--- src/rtl/bmp_gray_ctrl.sv ---
// In-place greyscale conversion controller for a 24-bit BMP held in a
// byte-wide single-port RAM: reads B,G,R of each pixel, writes luma back.
module bmp_gray_ctrl #(
    parameter int ADDR_WIDTH  = 20,
    parameter int BYTE_WIDTH  = 8,
    parameter int HEADER_SIZE = 54,
    parameter int IMG_WIDTH   = 512,
    parameter int IMG_HEIGHT  = 512
) (
    input  logic                  clk,
    input  logic                  rst,
    input  logic                  start,
    output logic                  busy,
    output logic                  done,
    output logic                  RAM_ren,
    output logic                  RAM_wen,
    output logic [ADDR_WIDTH-1:0] RAM_addr,
    output logic [BYTE_WIDTH-1:0] RAM_in,
    input  logic [BYTE_WIDTH-1:0] RAM_out
);

    // Rows are padded so that each one starts on a 4-byte boundary.
    localparam int PAD   = (4 - ((3 * IMG_WIDTH) % 4)) % 4;
    localparam int COL_W = $clog2(IMG_WIDTH + 1);
    localparam int ROW_W = $clog2(IMG_HEIGHT + 1);

    localparam logic [COL_W-1:0] LAST_COL = COL_W'(IMG_WIDTH - 1);
    localparam logic [ROW_W-1:0] LAST_ROW = ROW_W'(IMG_HEIGHT - 1);

    localparam logic [ADDR_WIDTH-1:0] FIRST_PIXEL = ADDR_WIDTH'(HEADER_SIZE);
    localparam logic [ADDR_WIDTH-1:0] PIXEL_STEP  = ADDR_WIDTH'(3);
    localparam logic [ADDR_WIDTH-1:0] ROW_STEP    = ADDR_WIDTH'(3 + PAD);
    localparam logic [ADDR_WIDTH-1:0] OFS_G       = ADDR_WIDTH'(1);
    localparam logic [ADDR_WIDTH-1:0] OFS_R       = ADDR_WIDTH'(2);

    typedef enum logic [3:0] {
        IDLE,
        RD_B,
        RD_G,
        RD_R,
        RD_HOLD,
        CALC,
        WR_B,
        WR_G,
        WR_R,
        FIN
    } state_t;

    state_t                  state;
    state_t                  next_state;

    logic [ADDR_WIDTH-1:0]   base;
    logic [COL_W-1:0]        col;
    logic [ROW_W-1:0]        row;
    logic                    last_pixel;

    logic [BYTE_WIDTH-1:0]   b_reg;
    logic [BYTE_WIDTH-1:0]   g_reg;
    logic [BYTE_WIDTH-1:0]   r_reg;
    logic [BYTE_WIDTH-1:0]   gray_reg;
    logic [BYTE_WIDTH-1:0]   gray_next;
    logic [16:0]             luma_sum;

    // State register; reset aborts any conversion in progress.
    always_ff @(posedge clk) begin
        if (rst) begin
            state <= IDLE;
        end else begin
            state <= next_state;
        end
    end

    // Pixel walker: base address plus column/row position in the image.
    always_ff @(posedge clk) begin
        if (rst) begin
            base <= '0;
            col  <= '0;
            row  <= '0;
        end else if (state == IDLE && start) begin
            base <= FIRST_PIXEL;
            col  <= '0;
            row  <= '0;
        end else if (state == WR_R) begin
            if (col == LAST_COL) begin
                col  <= '0;
                row  <= row + ROW_W'(1);
                base <= base + ROW_STEP;
            end else begin
                col  <= col + COL_W'(1);
                base <= base + PIXEL_STEP;
            end
        end
    end

    // Capture read data one cycle after each address, then latch the luma.
    always_ff @(posedge clk) begin
        if (rst) begin
            b_reg    <= '0;
            g_reg    <= '0;
            r_reg    <= '0;
            gray_reg <= '0;
        end else begin
            if (state == RD_G) begin
                b_reg <= RAM_out;
            end
            if (state == RD_R) begin
                g_reg <= RAM_out;
            end
            if (state == RD_HOLD) begin
                r_reg <= RAM_out;
            end
            if (state == CALC) begin
                gray_reg <= gray_next;
            end
        end
    end

    // Weighted luma with rounding; weights sum to 256 so the result fits a byte.
    always_comb begin
        luma_sum = 17'd29  * 17'(b_reg)
                 + 17'd150 * 17'(g_reg)
                 + 17'd77  * 17'(r_reg)
                 + 17'd128;
        gray_next = BYTE_WIDTH'(luma_sum >> 8);
    end

    // Final pixel of the image is the last column of the last row.
    always_comb begin
        last_pixel = (col == LAST_COL) && (row == LAST_ROW);
    end

    // Next-state and RAM strobe decode.
    always_comb begin
        next_state = state;
        busy       = 1'b0;
        done       = 1'b0;
        RAM_ren    = 1'b0;
        RAM_wen    = 1'b0;
        RAM_addr   = '0;
        RAM_in     = '0;
        unique case (state)
            IDLE: begin
                if (start) begin
                    next_state = RD_B;
                end
            end
            RD_B: begin
                busy       = 1'b1;
                RAM_ren    = 1'b1;
                RAM_addr   = base;
                next_state = RD_G;
            end
            RD_G: begin
                busy       = 1'b1;
                RAM_ren    = 1'b1;
                RAM_addr   = base + OFS_G;
                next_state = RD_R;
            end
            RD_R: begin
                busy       = 1'b1;
                RAM_ren    = 1'b1;
                RAM_addr   = base + OFS_R;
                next_state = RD_HOLD;
            end
            RD_HOLD: begin
                busy       = 1'b1;
                RAM_ren    = 1'b1;
                RAM_addr   = base + OFS_R;
                next_state = CALC;
            end
            CALC: begin
                busy       = 1'b1;
                next_state = WR_B;
            end
            WR_B: begin
                busy       = 1'b1;
                RAM_wen    = 1'b1;
                RAM_addr   = base;
                RAM_in     = gray_reg;
                next_state = WR_G;
            end
            WR_G: begin
                busy       = 1'b1;
                RAM_wen    = 1'b1;
                RAM_addr   = base + OFS_G;
                RAM_in     = gray_reg;
                next_state = WR_R;
            end
            WR_R: begin
                busy       = 1'b1;
                RAM_wen    = 1'b1;
                RAM_addr   = base + OFS_R;
                RAM_in     = gray_reg;
                next_state = last_pixel ? FIN : RD_B;
            end
            FIN: begin
                done       = 1'b1;
                next_state = IDLE;
            end
            default: begin
                next_state = IDLE;
            end
        endcase
    end

endmodule

--- config.mk ---
export PLATFORM = sky130hd
export DESIGN_NAME = bmp_gray_ctrl
export DESIGN_NICKNAME = d
export VERILOG_FILES = /design/src/rtl/bmp_gray_ctrl.sv
export SDC_FILE = /design/constraint.sdc
export NUM_CORES = 1
export LEC_CHECK = 0
export CAP_MARGIN = 15
export CORE_MARGIN = 2
export CORE_UTILIZATION = 62
export DETAILED_ROUTE_END_ITERATION = 6
export GPL_ROUTABILITY_DRIVEN = 0
export PLACE_DENSITY = 0.82
export SLEW_MARGIN = 20
export SYNTH_ARGS = -nofsm -noshare
export SYNTH_HDL_FRONTEND = slang
export SYNTH_SLANG_ARGS = --single-unit
--- constraint.sdc ---
create_clock -name clk -period 7.1 [get_ports clk]
set_input_delay 1.065 -clock clk [delete_from_list [all_inputs] [get_ports clk]]
set_output_delay 1.065 -clock clk [all_outputs]
set_load 0.005 [all_outputs]
=== Word level (Yosys, flattened, before mapping) ===
Cells that the tools add are included.

* Register bits: 76
* Bits in latches: 0
* Bits in writable memories: 0
* Memory bits (read-only): 0
* Input port bits: 11
* Output and inout port bits: 32
* Logic and storage cells: 56
* Memories kept: 0

* $add $sub $neg: 8
* $mul: 3
* Div/mod/pow operators: 0
* Magnitude comparators: 0
* Eq/ne operators: 12
* Shift-type cells: 0
* Muxes and demuxes: 12
* Bitwise gates (word level): 0
* Reductions and logical operators: 12

{| class="wikitable"
|+ Operators with widths
! cell !! number
|-
| $pmux W20 S3 || 1
|-
| $add A20 B2 Y20 const B || 2
|-
| $pmux W4 S9 || 1
|-
| $mul A7 B8 Y15 const A || 2
|-
| $add A10 B1 Y10 const B || 2
|-
| $add A20 B1 Y20 const B || 1
|-
| $eq A10 B9 Y1 const B || 2
|-
| $add A13 B16 Y16 || 1
|-
| $add A16 B15 Y16 || 1
|-
| $add A16 B8 Y16 const B || 1
|-
| $eq A4 B3 Y1 const B || 4
|-
| $mul A5 B8 Y13 const A || 1
|-
| $mux W6 || 2
|-
| $mux W10 || 1
|-
| $eq A4 B2 Y1 const B || 2
|-
| $eq A4 B4 Y1 const B || 2
|-
| $mux W4 || 2
|-
| $mux W8 || 1
|-
| $reduce_or A8 Y1 || 1
|-
| $reduce_or A2 Y1 || 3
|-
| $reduce_or A3 Y1 || 2
|-
| $eq A4 B1 Y1 const B || 1
|-
| $logic_not A4 Y1 || 1
|-
| $mux W1 || 4
|-
| 5 further kinds || 6
|}

=== Depth between registers and ports, before layout ===
* Depth in word-level cells: 4
* Gate-level depth with buffers: 27
* Mapped depth without buffers: 27

=== Least setup slack after synthesis ===
OpenSTA, ideal clock, no wires.

* Path kind: register to register
* From: reg g_reg[4]
* To: reg gray_reg[7]
* Setup time: 123 ps
* Data arrival time: 6408 ps
* Required time: 6977 ps
* Slack: 569 ps
* Cell stages (with the launch flop): 25
* Path buffers: 0
* Period minus slack after synthesis: 6531 ps
* Path through: dfxtp_1 > ha_1 > ha_1 > inv_1 > fa_1 > fa_1 > inv_1 > ha_1 > or4_1 > a21oi_1 > xnor2_1 > fa_1 > inv_1 > fa_1 > inv_1 > fa_1 > ha_1 > ha_1 > and3_1 > and3_1 > and4_1 > o21ai_0 > mux2i_1 > nand4_1 > nor3b_1

* Word-level cells in the longest chain between the ends: 4

{| class="wikitable"
|+ Ends and longest elaborated chain
! element !! RTL line !! RTL
|-
| start: declaration || 58 || <nowiki>logic [BYTE_WIDTH-1:0] g_reg;</nowiki>
|-
| start signal: assignment || 107 || <nowiki>g_reg <= RAM_out;</nowiki>
|-
| $mul A7 B8 Y15 || 121 || <nowiki>+ 17'd150 * 17'(g_reg)</nowiki>
|-
| $add A13 B16 Y16 || 121 ||
|-
| $add A16 B15 Y16 || 122 || <nowiki>+ 17'd77 * 17'(r_reg)</nowiki>
|-
| $add A16 B8 Y16 || 123 || <nowiki>+ 17'd128;</nowiki>
|-
| end signal: assignment || 113 || <nowiki>gray_reg <= gray_next;</nowiki>
|-
| end: declaration || 60 || <nowiki>logic [BYTE_WIDTH-1:0] gray_reg;</nowiki>
|}

No other way between the ends.
A chain may end at the register's enable or synchronous reset.

=== Final worst setup path ===
* From: reg g_reg[6]
* To: reg gray_reg[7]

The elaborated chain is that of the path after synthesis.

==> run metrics <==
CTS tree yes; global-route wire length before repair 28000 um; CTS H-tree depth 3; EDFF count, synth 0; WL/cell between 15 and 20 um; worst r2r src g_reg[6]; largest registers base: 20 flops, col: 10 flops, row: 10 flops; design area roughly 0.008 mm^2; CP max-delay cell or4_1; Post-Route WL 16600 um; CTS root buffer clkbuf_16; chip width ~110 um; layout filler cell count about 900; Static Leak 0.00380 uW; cells after synthesis roughly 880; Hold Path Class reg -> reg; 1st-iter DRT viols 359; initial core utilization 0.641; initial antenna violation count 0; postcts setup bufs 0; largest net degree at the start of global routing 42; Die Area between 0.01 and 0.015 mm^2; CTS buffer count 9; DRC 2; GR Overflow Total 0; remaining antenna violation count 0; largest fanout on the critical path 5; register area share after synthesis 0.206; crit path kind reg -> reg; hpwl dp between 10000 and 15000 um; Largest register FFs 20; CTS resizes 0; Setup TNS 0 ps; minimum clock period ~6800 ps; Via density 5.80; Die Y about 110 um; Async SR Flop Fraction 0; Hold Startpoint gray_reg[3]; clk sink count 76; core footprint 0.0115 mm^2; number of global-route vias before repair between 5000 and 6000; # setup viols final 0; Worst path max stage delay 540 ps; Final #Nets 1073; CTS hold repair buffers 0; commonest non-fill, non-tap cell in the layout inv_1; area grow syn2layout 10.9%; Fmax achieved 0.148 GHz; CP Capture Type flip-flop; Antenna diodes 0; Initial DRT Pass Iterations 7; area post-placement between 0.007 and 0.008 mm^2; failing checks DRC; synthesized area around 0.0074 mm^2; Slew Limit Fails 0; clk slew on worst S/H paths about 60 ps; CP arrival roughly 7000 ps; Avg Inst Size Synth about 8.4 um^2; worst-skew pair later-pin latency between 300 and 400 ps; #FFs+latches synth 76; I/O pin count 43; hold slack about 450 ps; I/O Buffers between 40 and 50; Worst Max-Slew Pin Slew between 900 and 1000 ps; RSZ-0062 raised after global routing false; Max Cap Viol 0; Worst Path Required ~7400 ps; commonest non-fill, non-tap cells in the layout 110 x inv_1, 105 x ha_1, 94 x nand2_1; Layout Skew roughly 4.6 ps; Total Routing Usage GR 0.273; start point of the critical path g_reg[6]; status finished with violations; Worst setup SP type flip-flop; CTS Buffer Depth 2; Synth Warn # 0; num rows 39; CP Cell Sequence ha_1 -> ha_1 -> inv_1 -> fa_1 -> fa_1 -> inv_1 -> ha_1 -> or4_1 -> a21oi_1 -> xnor2_1 -> fa_1 -> inv_1 -> fa_1 -> inv_1 -> fa_1 -> ha_1 -> ha_1 -> and3_1 -> and3_1 -> and4_1 -> o21ai_2 -> mux2i_1 -> a211oi_1 -> nor3b_1; final critical-path share of the clock period 0.954; Rel. slew slack 0.329; Final Hold Fails 0; Yosys cell types 66; layout cells sized above 1 0.0398; ys flop type dfxtp_1; syn_nets about 1100; DR vias ~6100; Peak VDD IR 0.000119 V; largest register by flop count base; PD cells ~160 mW/mm^2
-- metrics by stage --
stage	cells	util	worst slack (ps)	power [uW]
floorplan	877	-	569	701
global placement	1032	0.683	345	783
detailed placement	1032	0.683	217	793
CTS	1048	0.710	132	1280
global route	1048	0.710	11.4	1350
finish	1048	0.710	325	1270
-- metal layers --
metal,vias up,track usage,part of all wire
li1,2998,-,-
met1,2852,0.363,0.43
met2,200,0.464,0.49
met3,33,0.0428,0.060
met4,0,0.0780,0.021
met5,-,0,0
-- final cells by class --
type	count	area, um^2	share of cell area
clock buffers	10	239	0.0292
clock inverters	6	71.3	0.00872
inverters	110	413	0.0505
multi-input cells	658	5310	0.649
flip-flops and latches	76	1520	0.186
well taps	143	179	0.0219
repair buffers	45	443	0.0541
-- logic make-up (layout without fill, tap and decap cells) --
family / count (synthesis) / count (layout) / synth area share
adders and majority gates: 162 / 162 / 0.333
AOI/OAI and AO/OA: 158 / 158 / 0.131
buffers and inverters: 143 / 171 / 0.0744
and+or+nand+nor: 282 / 282 / 0.189
muxes: 3 / 3 / 0.00407
DFF: 76 / 76 / 0.206
xor gates and xnor gates: 53 / 53 / 0.0629
-- cells in the mapped netlist, drive strengths merged, types with 12 or more instances --
master / instances / area share
o21ai: 38 / 0.026
inv: 110 / 0.056
xnor2: 27 / 0.032
nor3: 18 / 0.016
and3: 12 / 0.011
ha: 105 / 0.18
fa: 57 / 0.15
nand3: 17 / 0.012
dfxtp: 76 / 0.21
a21oi: 65 / 0.044
clkbuf: 23 / 0.012
nand4: 14 / 0.013
xor2: 26 / 0.031
nand2: 95 / 0.049
and2: 13 / 0.011
nor2: 72 / 0.037
-- worst max-delay path: cells and delay by family (launching register included) --
| family | cells | cell delay (ps) |
|---|---|---|
| AOI/OAI and AO/OA | 3 | 500 |
| xor gates and xnor gates | 1 | 110 |
| adders and majority gates | 10 | 3880 |
| buffers and inverters | 4 | 200 |
| DFF | 1 | 340 |
| muxes | 1 | 260 |
| and+or+nand+nor | 5 | 1370 |
-- final timing paths --
| check | to | cells past startpoint | slack (ps) |
|---|---|---|---|
| worst max-delay path | gray_reg[7] | 24 | 320 |
| worst min-delay path | gray_reg[3] | 2 | 450 |
| worst max register to register | gray_reg[7] | 24 | 320 |
| worst min register to register | gray_reg[3] | 2 | 450 |
-- report_power, final --
part | internal, uW | switching, uW
clock network | 286 | 199
logic | 133 | 192
registers | 437 | 24.5
No activity file was read; power rests on OpenSTA's default activity.
